===== src/rtl/ddr3_axi4_pkg.sv =====
// ---------------------------------------------------------------------------
// ddr3_axi4_pkg
//   Shared definitions for the DDR3 AXI4 read-path blocks:
//     - AXI4 burst-type encodings
//     - default bus widths of the DDR3 AXI slave (axi_translator_s0)
//     - state type of the read splitter FSM
// ---------------------------------------------------------------------------
package ddr3_axi4_pkg;

   // AXI4 ARBURST / AWBURST encodings
   localparam logic [1:0] BURST_FIXED = 2'b00;
   localparam logic [1:0] BURST_INCR  = 2'b01;
   localparam logic [1:0] BURST_WRAP  = 2'b10;

   // Default widths of the DDR3 AXI slave port
   localparam int unsigned DDR3_ADDR_W = 30;
   localparam int unsigned DDR3_DATA_W = 64;
   localparam int unsigned DDR3_ID_W   = 4;

   // Read splitter FSM
   typedef enum logic [1:0] {
      ST_IDLE  = 2'd0,
      ST_ISSUE = 2'd1,
      ST_DRAIN = 2'd2
   } rd_split_state_e;

endpackage : ddr3_axi4_pkg


===== src/rtl/ddr3_axi4_rd_splitter.sv =====
// ---------------------------------------------------------------------------
// ddr3_axi4_rd_splitter
//   Read-path shim between the U500 memory-port AXI4 master (s_*) and the
//   DDR3 AXI4 slave (m_*). Long INCR read bursts are cut into sub-bursts of
//   at most MAX_BEATS beats so the controller's command queue is not held by
//   one long burst; the R stream is passed straight back with a single rlast
//   per original burst. One original burst is in flight at a time.
//
// Ports
//   clk_clk, reset_reset_n          clock, asynchronous active-low reset
//   s_ar*  (in) / s_arready (out)   master-side read address channel
//   s_r*   (out) / s_rready (in)    master-side read data channel
//   m_ar*  (out, registered)        slave-side read address channel
//   m_arready (in)
//   m_r*   (in) / m_rready (out)    slave-side read data channel
// ---------------------------------------------------------------------------
module ddr3_axi4_rd_splitter
   import ddr3_axi4_pkg::*;
#(
   parameter int unsigned ADDR_W    = DDR3_ADDR_W,
   parameter int unsigned DATA_W    = DDR3_DATA_W,
   parameter int unsigned ID_W      = DDR3_ID_W,
   parameter int unsigned MAX_BEATS = 16
) (
   input  logic              clk_clk,
   input  logic              reset_reset_n,

   // master-side AR
   input  logic [ID_W-1:0]   s_arid,
   input  logic [ADDR_W-1:0] s_araddr,
   input  logic [7:0]        s_arlen,
   input  logic [2:0]        s_arsize,
   input  logic [1:0]        s_arburst,
   input  logic              s_arlock,
   input  logic [3:0]        s_arcache,
   input  logic [2:0]        s_arprot,
   input  logic [3:0]        s_arqos,
   input  logic              s_arvalid,
   output logic              s_arready,

   // master-side R
   output logic [ID_W-1:0]   s_rid,
   output logic [DATA_W-1:0] s_rdata,
   output logic [1:0]        s_rresp,
   output logic              s_rlast,
   output logic              s_rvalid,
   input  logic              s_rready,

   // slave-side AR
   output logic [ID_W-1:0]   m_arid,
   output logic [ADDR_W-1:0] m_araddr,
   output logic [7:0]        m_arlen,
   output logic [2:0]        m_arsize,
   output logic [1:0]        m_arburst,
   output logic              m_arlock,
   output logic [3:0]        m_arcache,
   output logic [2:0]        m_arprot,
   output logic [3:0]        m_arqos,
   output logic              m_arvalid,
   input  logic              m_arready,

   // slave-side R
   input  logic [ID_W-1:0]   m_rid,
   input  logic [DATA_W-1:0] m_rdata,
   input  logic [1:0]        m_rresp,
   input  logic              m_rlast,
   input  logic              m_rvalid,
   output logic              m_rready
);

   localparam logic [8:0] MAX_B9 = 9'(MAX_BEATS);

   // AR length of a sub-burst given the beats still to be requested
   function automatic logic [7:0] sub_len(input logic [8:0] beats);
      logic [8:0] n;
      n = (beats > MAX_B9) ? MAX_B9 : beats;
      return 8'(n - 9'd1);
   endfunction

   rd_split_state_e   state_q, state_d;

   logic [ID_W-1:0]   id_q,      id_d;
   logic [ADDR_W-1:0] addr_q,    addr_d;
   logic [7:0]        len_q,     len_d;
   logic [2:0]        size_q,    size_d;
   logic [1:0]        burst_q,   burst_d;
   logic              lock_q,    lock_d;
   logic [3:0]        cache_q,   cache_d;
   logic [2:0]        prot_q,    prot_d;
   logic [3:0]        qos_q,     qos_d;
   logic              arvalid_q, arvalid_d;

   logic [8:0]        total_q,   total_d;
   logic [8:0]        rem_q,     rem_d;
   logic [8:0]        rcnt_q,    rcnt_d;

   logic              ar_hs;
   logic              r_hs;
   logic              last_beat;
   logic [8:0]        total_new;
   logic [8:0]        rem_after;
   logic [ADDR_W-1:0] size_mask;
   logic [ADDR_W-1:0] step;

   // rlast is regenerated from the beat count, so the slave's own rlast
   // (which also pulses at every sub-burst boundary) is not used.
   logic unused_m_rlast;
   assign unused_m_rlast = m_rlast;

   assign ar_hs     = arvalid_q & m_arready;
   assign r_hs      = m_rvalid & s_rready;
   assign last_beat = (rcnt_q == (total_q - 9'd1));
   assign total_new = {1'b0, s_arlen} + 9'd1;
   assign rem_after = rem_q - ({1'b0, len_q} + 9'd1);
   assign size_mask = (ADDR_W'(1) << size_q) - ADDR_W'(1);
   assign step      = ADDR_W'(MAX_BEATS) << size_q;

   // Gated with reset so that no request is taken while reset is held.
   assign s_arready = (state_q == ST_IDLE) & reset_reset_n;

   // R path: straight pass-through, only rlast is recomputed
   assign s_rvalid = m_rvalid;
   assign m_rready = s_rready;
   assign s_rid    = m_rid;
   assign s_rdata  = m_rdata;
   assign s_rresp  = m_rresp;
   assign s_rlast  = m_rvalid & (state_q != ST_IDLE) & last_beat;

   // AR outputs come straight from registers
   assign m_arid    = id_q;
   assign m_araddr  = addr_q;
   assign m_arlen   = len_q;
   assign m_arsize  = size_q;
   assign m_arburst = burst_q;
   assign m_arlock  = lock_q;
   assign m_arcache = cache_q;
   assign m_arprot  = prot_q;
   assign m_arqos   = qos_q;
   assign m_arvalid = arvalid_q;

   always_comb begin
      state_d   = state_q;
      id_d      = id_q;
      addr_d    = addr_q;
      len_d     = len_q;
      size_d    = size_q;
      burst_d   = burst_q;
      lock_d    = lock_q;
      cache_d   = cache_q;
      prot_d    = prot_q;
      qos_d     = qos_q;
      arvalid_d = arvalid_q;
      total_d   = total_q;
      rem_d     = rem_q;
      rcnt_d    = rcnt_q;

      unique case (state_q)
         ST_IDLE: begin
            // R beats seen here are protocol violations: passed, not counted
            if (s_arvalid && s_arready) begin
               id_d      = s_arid;
               addr_d    = s_araddr;
               size_d    = s_arsize;
               burst_d   = s_arburst;
               lock_d    = s_arlock;
               cache_d   = s_arcache;
               prot_d    = s_arprot;
               qos_d     = s_arqos;
               total_d   = total_new;
               rem_d     = total_new;
               rcnt_d    = '0;
               // only INCR is ever cut; FIXED/WRAP go through whole
               len_d     = (s_arburst == BURST_INCR) ? sub_len(total_new) : s_arlen;
               arvalid_d = 1'b1;
               state_d   = ST_ISSUE;
            end
         end

         ST_ISSUE: begin
            // data of earlier sub-bursts may already be returning
            if (r_hs) begin
               rcnt_d = rcnt_q + 9'd1;
            end
            if (ar_hs) begin
               rem_d = rem_after;
               if (rem_after == '0) begin
                  arvalid_d = 1'b0;
                  state_d   = ST_DRAIN;
               end else begin
                  // next sub-burst starts on a size-aligned address
                  addr_d = (addr_q & ~size_mask) + step;
                  len_d  = sub_len(rem_after);
               end
            end
         end

         ST_DRAIN: begin
            if (r_hs) begin
               rcnt_d = rcnt_q + 9'd1;
               if (last_beat) begin
                  state_d = ST_IDLE;
               end
            end
         end

         default: begin
            state_d = ST_IDLE;
         end
      endcase
   end

   always_ff @(posedge clk_clk or negedge reset_reset_n) begin
      if (!reset_reset_n) begin
         state_q   <= ST_IDLE;
         id_q      <= '0;
         addr_q    <= '0;
         len_q     <= '0;
         size_q    <= '0;
         burst_q   <= '0;
         lock_q    <= 1'b0;
         cache_q   <= '0;
         prot_q    <= '0;
         qos_q     <= '0;
         arvalid_q <= 1'b0;
         total_q   <= '0;
         rem_q     <= '0;
         rcnt_q    <= '0;
      end else begin
         state_q   <= state_d;
         id_q      <= id_d;
         addr_q    <= addr_d;
         len_q     <= len_d;
         size_q    <= size_d;
         burst_q   <= burst_d;
         lock_q    <= lock_d;
         cache_q   <= cache_d;
         prot_q    <= prot_d;
         qos_q     <= qos_d;
         arvalid_q <= arvalid_d;
         total_q   <= total_d;
         rem_q     <= rem_d;
         rcnt_q    <= rcnt_d;
      end
   end

endmodule : ddr3_axi4_rd_splitter


===== config.mk =====
export PLATFORM = sky130hd
export DESIGN_NAME = ddr3_axi4_rd_splitter
export DESIGN_NICKNAME = d
export VERILOG_FILES = /design/src/rtl/ddr3_axi4_pkg.sv /design/src/rtl/ddr3_axi4_rd_splitter.sv
export SDC_FILE = /design/constraint.sdc
export NUM_CORES = 1
export LEC_CHECK = 0
export CORE_ASPECT_RATIO = 1.25
export CORE_MARGIN = 2
export CORE_UTILIZATION = 42
export CTS_CLUSTER_DIAMETER = 150
export DETAILED_ROUTE_END_ITERATION = 7
export PLACE_DENSITY = 0.78
export SYNTH_ARGS = -nofsm -noshare
export SYNTH_HDL_FRONTEND = slang
export SYNTH_SLANG_ARGS = --single-unit
export TNS_END_PERCENT = 20

===== constraint.sdc =====
create_clock -name clk_clk -period 5.3 [get_ports clk_clk]
set_clock_uncertainty 0.05 [all_clocks]
set_input_delay 1.59 -clock clk_clk [delete_from_list [all_inputs] [get_ports clk_clk]]
set_output_delay 1.59 -clock clk_clk [all_outputs]
set_load 0.02 [all_outputs]

# Word-level counts from Yosys, hierarchy flattened
# Cells that the tools add are included.
[classes]
n_eq_ne = 11
muxes = 27
order_cmp = 2
n_shift = 2
addsub = 9
n_reduce_logical = 13
bitwise = 7
[op_table]
columns = ["operator", "count"]
rows = [
  ["$mux 30", 3],
  ["$pmux 30 s2", 1],
  ["$mux 8", 6],
  ["$mux 9", 4],
  ["$pmux 9 s2", 2],
  ["$add 30x30->30", 1],
  ["$and 30x30->30", 1],
  ["$not 30->30", 1],
  ["$shl 1x3->30 const A", 1],
  ["$shl 5x3->30 const A", 1],
  ["$sub 30x2->30 const B", 1],
  ["$add 8x1->9 const B", 2],
  ["$gt 9x5->1 const B", 2],
  ["$pmux 8 s2", 1],
  ["$sub 8x1->8 const B", 2],
  ["$mux 2", 5],
  ["$ne 2x2->1 const B", 5],
  ["$add 9x1->9 const B", 1],
  ["$eq 9x9->1", 1],
  ["$logic_not 9->1", 1],
  ["$sub 9x1->9 const B", 1],
  ["$sub 9x9->9", 1],
  ["$reduce_and 4->1", 2],
  ["$pmux 2 s3", 1],
  ["other kinds (13)", 24],
]
[word_totals]
wordCells = 85
reg_bits = 89

# Logic depth before layout (Yosys ltp)
[depth]
ltp_word = 8
ltp_mapped = 18

# Worst setup path before layout
# Ideal clock, no wire load.
[synth_path]
kind = "reg-to-reg"
from = "register size_q[1], in the netlist m_arsize[1]"
to = "register addr_q[15], in the netlist m_araddr[15]"
setup_slack_ns = 1.083
period_less_slack_ns = 4.217
arrival_time_ns = 4.041
required_ns = 5.124
path_stages_with_launch = 17
cell_sequence = "dfrtp_1 -> clkbuf_1 -> nor2_1 -> nand2_1 -> ha_1 -> buf_2 -> or3b_2 -> clkbuf_1 -> o211a_1 -> ha_1 -> o21ai_0 -> o211a_1 -> nor4b_4 -> o21ai_2 -> or4b_2 -> a211oi_1 -> nor3_1"
[synth_via]
elab_chain_cells = 8
word_cells_on_any_way = 9
[synth_lines]
columns = ["item", "line_no", "text"]
rows = [
  ["start, declared", "ddr3_axi4_rd_splitter.sv:85", "logic [2:0] size_q, size_d;"],
  ["start signal, assigned", "ddr3_axi4_rd_splitter.sv:233", "size_q <= size_d;"],
  ["$shl 1x3->30", "ddr3_axi4_rd_splitter.sv:115", "assign size_mask = (ADDR_W'(1) << size_q) - ADDR_W'(1);"],
  ["$sub 30x2->30", "ddr3_axi4_rd_splitter.sv:115", ""],
  ["$not 30->30", "ddr3_axi4_rd_splitter.sv:191", "addr_d = (addr_q & ~size_mask) + step;"],
  ["$and 30x30->30", "ddr3_axi4_rd_splitter.sv:191", ""],
  ["$add 30x30->30 *", "ddr3_axi4_rd_splitter.sv:191", ""],
  ["$mux 30 *", "ddr3_axi4_rd_splitter.sv:186", "if (rem_after == '0) begin"],
  ["$mux 30 *", "ddr3_axi4_rd_splitter.sv:184", "if (ar_hs) begin"],
  ["$pmux 30 s2 *", "ddr3_axi4_rd_splitter.sv:157", "unique case (state_q)"],
  ["end signal, assigned", "ddr3_axi4_rd_splitter.sv:231", "addr_q <= addr_d;"],
  ["end, declared", "ddr3_axi4_rd_splitter.sv:83", "logic [ADDR_W-1:0] addr_q, addr_d;"],
]
# Mark *: on every way between the ends. The rest lies on a longest branch, timed or not. The select of a mux whose other input is x is not followed.
# A chain may end at the register's enable or synchronous reset.

# Worst setup path after layout
[layout_path]
from = "input m_rvalid"
to = "output s_rlast"
[layout_via]
elab_chain_cells = 2
[layout_lines]
columns = ["item", "line_no", "text"]
rows = [
  ["start, declared", "ddr3_axi4_rd_splitter.sv:67", "input logic m_rvalid,"],
  ["$and 1x1->1 (2 in series)", "ddr3_axi4_rd_splitter.sv:127", "assign s_rlast = m_rvalid & (state_q != ST_IDLE) & last_beat;"],
  ["end, declared", "ddr3_axi4_rd_splitter.sv:45", "output logic s_rlast,"],
]
# No other way between the ends.

==> results.cfg <==
[critical_path]
required_ns = 3.66
path_depth = 4
worstSetupEndpoint = s_rlast
cp.arrival_ns = 3.02
crit_slowest_cell = clkdlybuf4s50_1
cpPeakStageDelay_ns = 0.64
r2r_cells = 13
crit_path_end_kind = primary output
worstPathMaxFanout = 5
crit_path_start = m_rvalid
path_class = in -> out
cp-start-kind = input port
path_common_cell = clkdlybuf4s50_1
rr_endpoint = m_araddr[23]$_DFFE_PN0P_
cp_cell_sequence = clkdlybuf4s50_1 > nand3b_1 > nor3_1 > clkdlybuf4s50_1
reg2reg_from = m_arsize[2]$_DFFE_PN0P_
r2r_slack_ns = 0.94
cp_num_buf_inv = 2
critical-path-top-delay-family = buffers and inverters

[sta]
finalHoldViolations = 0
setup_violations = 0
period_minus_slack_ns = 4.66
finalCritPeriodShare = 0.879
setup_tns_ns = 0
tightest_slew_ns = 1.25
relSlewSlack = 0.164
fmax_mhz = 215
rsz0062_at_grt = false
slew_violations = 0

[grt]
globalRouteTotalUtil = 0.222
gr-total-overflow = 0
grt_max_degree = 56
grt_pass1_vias = 6113
antenna_found_initial = 0
grt_pass1_wl_mm = 31.1

[die]
io_pins = 270
die_area_um2 = 17300
initial_core_util = 0.425
rows = 52
die_w_um = 118
die_h_um = 147
core_area_um2 = 16100

[drt]
ant_nets = 0
wl_per_cell_um = 17.5
wirelength_mm = 19.2
drt-initial-drc-count = 491
vias = 6264
routed_via_density = 5.68
drcViolationCount = 0
dr.pass1.iters = 4

[synthesis]
syn_inst = 840
synth_cell_types = 80
synth-edff-count = 0
avgSynthCellArea_um2 = 8.14
ys_seq_area_frac = 0.326
yosysWarnings = 0
ys_ff_latch = 89
yosys_most_used_dff = dfrtp_1
postSynth.asyncResetShare = 1.00
synth_nets = 1005
netlist_area_um2 = 6840

[clock_network]
cts_root_buf = clkbuf_16
numCtsBuffers = 9
holdBufCountCts = 0
cts.sinks = 89
cts_tree = yes
cts_setup_buffers = 0
htreeDepth = 3
ctsResizeCount = 0
clockBufferDepth = 2
clk_pin_slew_ns = 0.07
clock_latency_ns = 0.36

[status]
run_status = completed

[pwr]
vdd_drop_max_v = 0.000374
power_density_nw_per_um2 = 667
power.total_uw = 5390
p_leak_uw = 0.00338

[placed_design]
placedCellCount = 1088
gp_congestion = 0.953
port_buffers = 128
place_hpwl_mm = 14.3

[final_layout]
drive_gt1_frac = 0.0666
fin_cells = 1102
antennaDiodeCount = 0
area_delta_synth_final_pct = 18.4
finalNetCount = 1048

[run]
maxCapViolations = 0

[hold_path]
min_path_type = reg -> reg
==> cells in the mapped netlist (7+ instances only) <==
| cell | n | area, um^2 |
|---|---|---|
| nand2_1 | 141 | 529 |
| dfrtp_1 | 89 | 2230 |
| buf_4 | 73 | 548 |
| nor2_1 | 59 | 221 |
| a21oi_1 | 48 | 240 |
| o21ai_0 | 44 | 220 |
| ha_1 | 27 | 338 |
| inv_1 | 27 | 101 |
| clkbuf_1 | 26 | 97.6 |
| nor3_1 | 24 | 120 |
| nand3_1 | 21 | 105 |
| xnor2_1 | 16 | 140 |
| xor2_1 | 14 | 123 |
| and3_1 | 12 | 75.1 |
| o22ai_1 | 11 | 68.8 |
| a31oi_1 | 9 | 56.3 |
| and2_1 | 9 | 56.3 |
| o21a_1 | 9 | 67.6 |
| a21o_1 | 8 | 60.1 |
| a211oi_1 | 7 | 52.6 |
| mux2i_1 | 7 | 70.1 |
| nand4_1 | 7 | 43.8 |
| o31ai_1 | 7 | 52.6 |
==> sequential cells by signal, summed over array words and instances, names as in the netlist <==
signal / flops
rem_q: 9
m_arsize: 3
m_arburst: 2
m_araddr: 30
rcnt_q: 9
m_arqos: 4
m_arlock: 1
m_arlen: 8
m_arprot: 3
state_q: 2
total_q: 9
m_arvalid: 1
m_arcache: 4
m_arid: 4
==> through the flow <==
step / hold WS (ns) / area [um^2] / setup slack (ns) / utilization
2_1_floorplan: 0.408 / 6840 / 1.08 / -
3_3_place_gp: 0.407 / 7790 / 0.626 / 0.485
3_5_place_dp: 0.412 / 7790 / 0.577 / 0.485
4_1_cts: 0.429 / 8090 / 0.635 / 0.504
5_1_grt: 0.449 / 8090 / 0.518 / 0.504
6_report: 0.426 / 8090 / 0.641 / 0.504
==> routing by layer <==
metal  share of wire  wire [um]  global-route usage  vias up
li1                -          -                   -     3003
met1            0.39       7570               0.261     2995
met2            0.51       9810               0.386      204
met3           0.059       1130              0.0430       62
met4           0.037        719               0.110        0
met5               0          0                   0        -
==> cell type report <==
| type | count | area, um^2 |
|---|---|---|
| fillers | 1557 | 7980 |
| multi-input cells | 615 | 3820 |
| flip-flops and latches | 89 | 2230 |
| repair buffers | 140 | 1370 |
| well taps | 216 | 270 |
| clock buffers | 11 | 253 |
| inverters | 28 | 105 |
| clock inverters | 3 | 50.0 |
==> cell usage in the layout (no fill, tap or decap), types with 6 or more instances in the layout <==
cell | synthesis | routed
mux2i_1 | 7 | 7
xor2_1 | 14 | 14
nand3_1 | 21 | 21
a211oi_1 | 7 | 7
nand4_1 | 7 | 7
buf_4 | 73 | 13
a31oi_1 | 9 | 9
a21oi_1 | 48 | 48
inv_1 | 27 | 27
o22ai_1 | 11 | 11
nor3b_1 | 6 | 6
and3_1 | 12 | 12
and2_1 | 9 | 9
a21o_1 | 8 | 8
nor2_1 | 59 | 59
clkdlybuf4s50_1 | 0 | 127
nor4_1 | 6 | 6
o21a_1 | 9 | 9
o21ai_0 | 44 | 44
ha_1 | 27 | 27
o31ai_1 | 7 | 7
nor3_1 | 24 | 24
xnor2_1 | 16 | 16
o211ai_1 | 6 | 6
dfrtp_1 | 89 | 89
clkbuf_16 | 0 | 9
a22oi_1 | 6 | 6
nand2_1 | 141 | 141
==> cells by family after synthesis <==
group                      synth area share
xor gates and xnor gates             0.0384
muxes                                0.0157
DFF                                   0.326
adders and majority gates            0.0553
and+or+nand+nor                       0.235
buffers and inverters                 0.116
AOI/OAI and AO/OA                     0.214
==> where the power goes <==
group / internal, uW / switching [uW]
clock: 390 / 278
sequential: 990 / 345
combinational: 1430 / 1960
==> worst reg2reg max path: cells and delay by family, from the launching register on <==
kind / cells / cell delay [ns]
compound gates: 6 / 1.02
fa+ha+maj: 2 / 0.66
simple gates: 5 / 1.89
flops: 1 / 0.56
==> worst min-delay path by stage <==
stage | startpoint | endpoint | slack [ns] | cells past startpoint
2_1_floorplan | total_q[8]$_DFFE_PN0P_ | total_q[8]$_DFFE_PN0P_ | 0.41 | 2
3_3_place_gp | m_arid[2]$_DFFE_PN0P_ | m_arid[2]$_DFFE_PN0P_ | 0.41 | 2
6_report | m_arid[2]$_DFFE_PN0P_ | m_arid[2]$_DFFE_PN0P_ | 0.43 | 2
4_1_cts | m_arid[2]$_DFFE_PN0P_ | m_arid[2]$_DFFE_PN0P_ | 0.43 | 2
5_1_grt | m_arcache[2]$_DFFE_PN0P_ | m_arcache[2]$_DFFE_PN0P_ | 0.45 | 2
3_5_place_dp | m_arid[2]$_DFFE_PN0P_ | m_arid[2]$_DFFE_PN0P_ | 0.41 | 2
(Power assumes the default switching activity.)
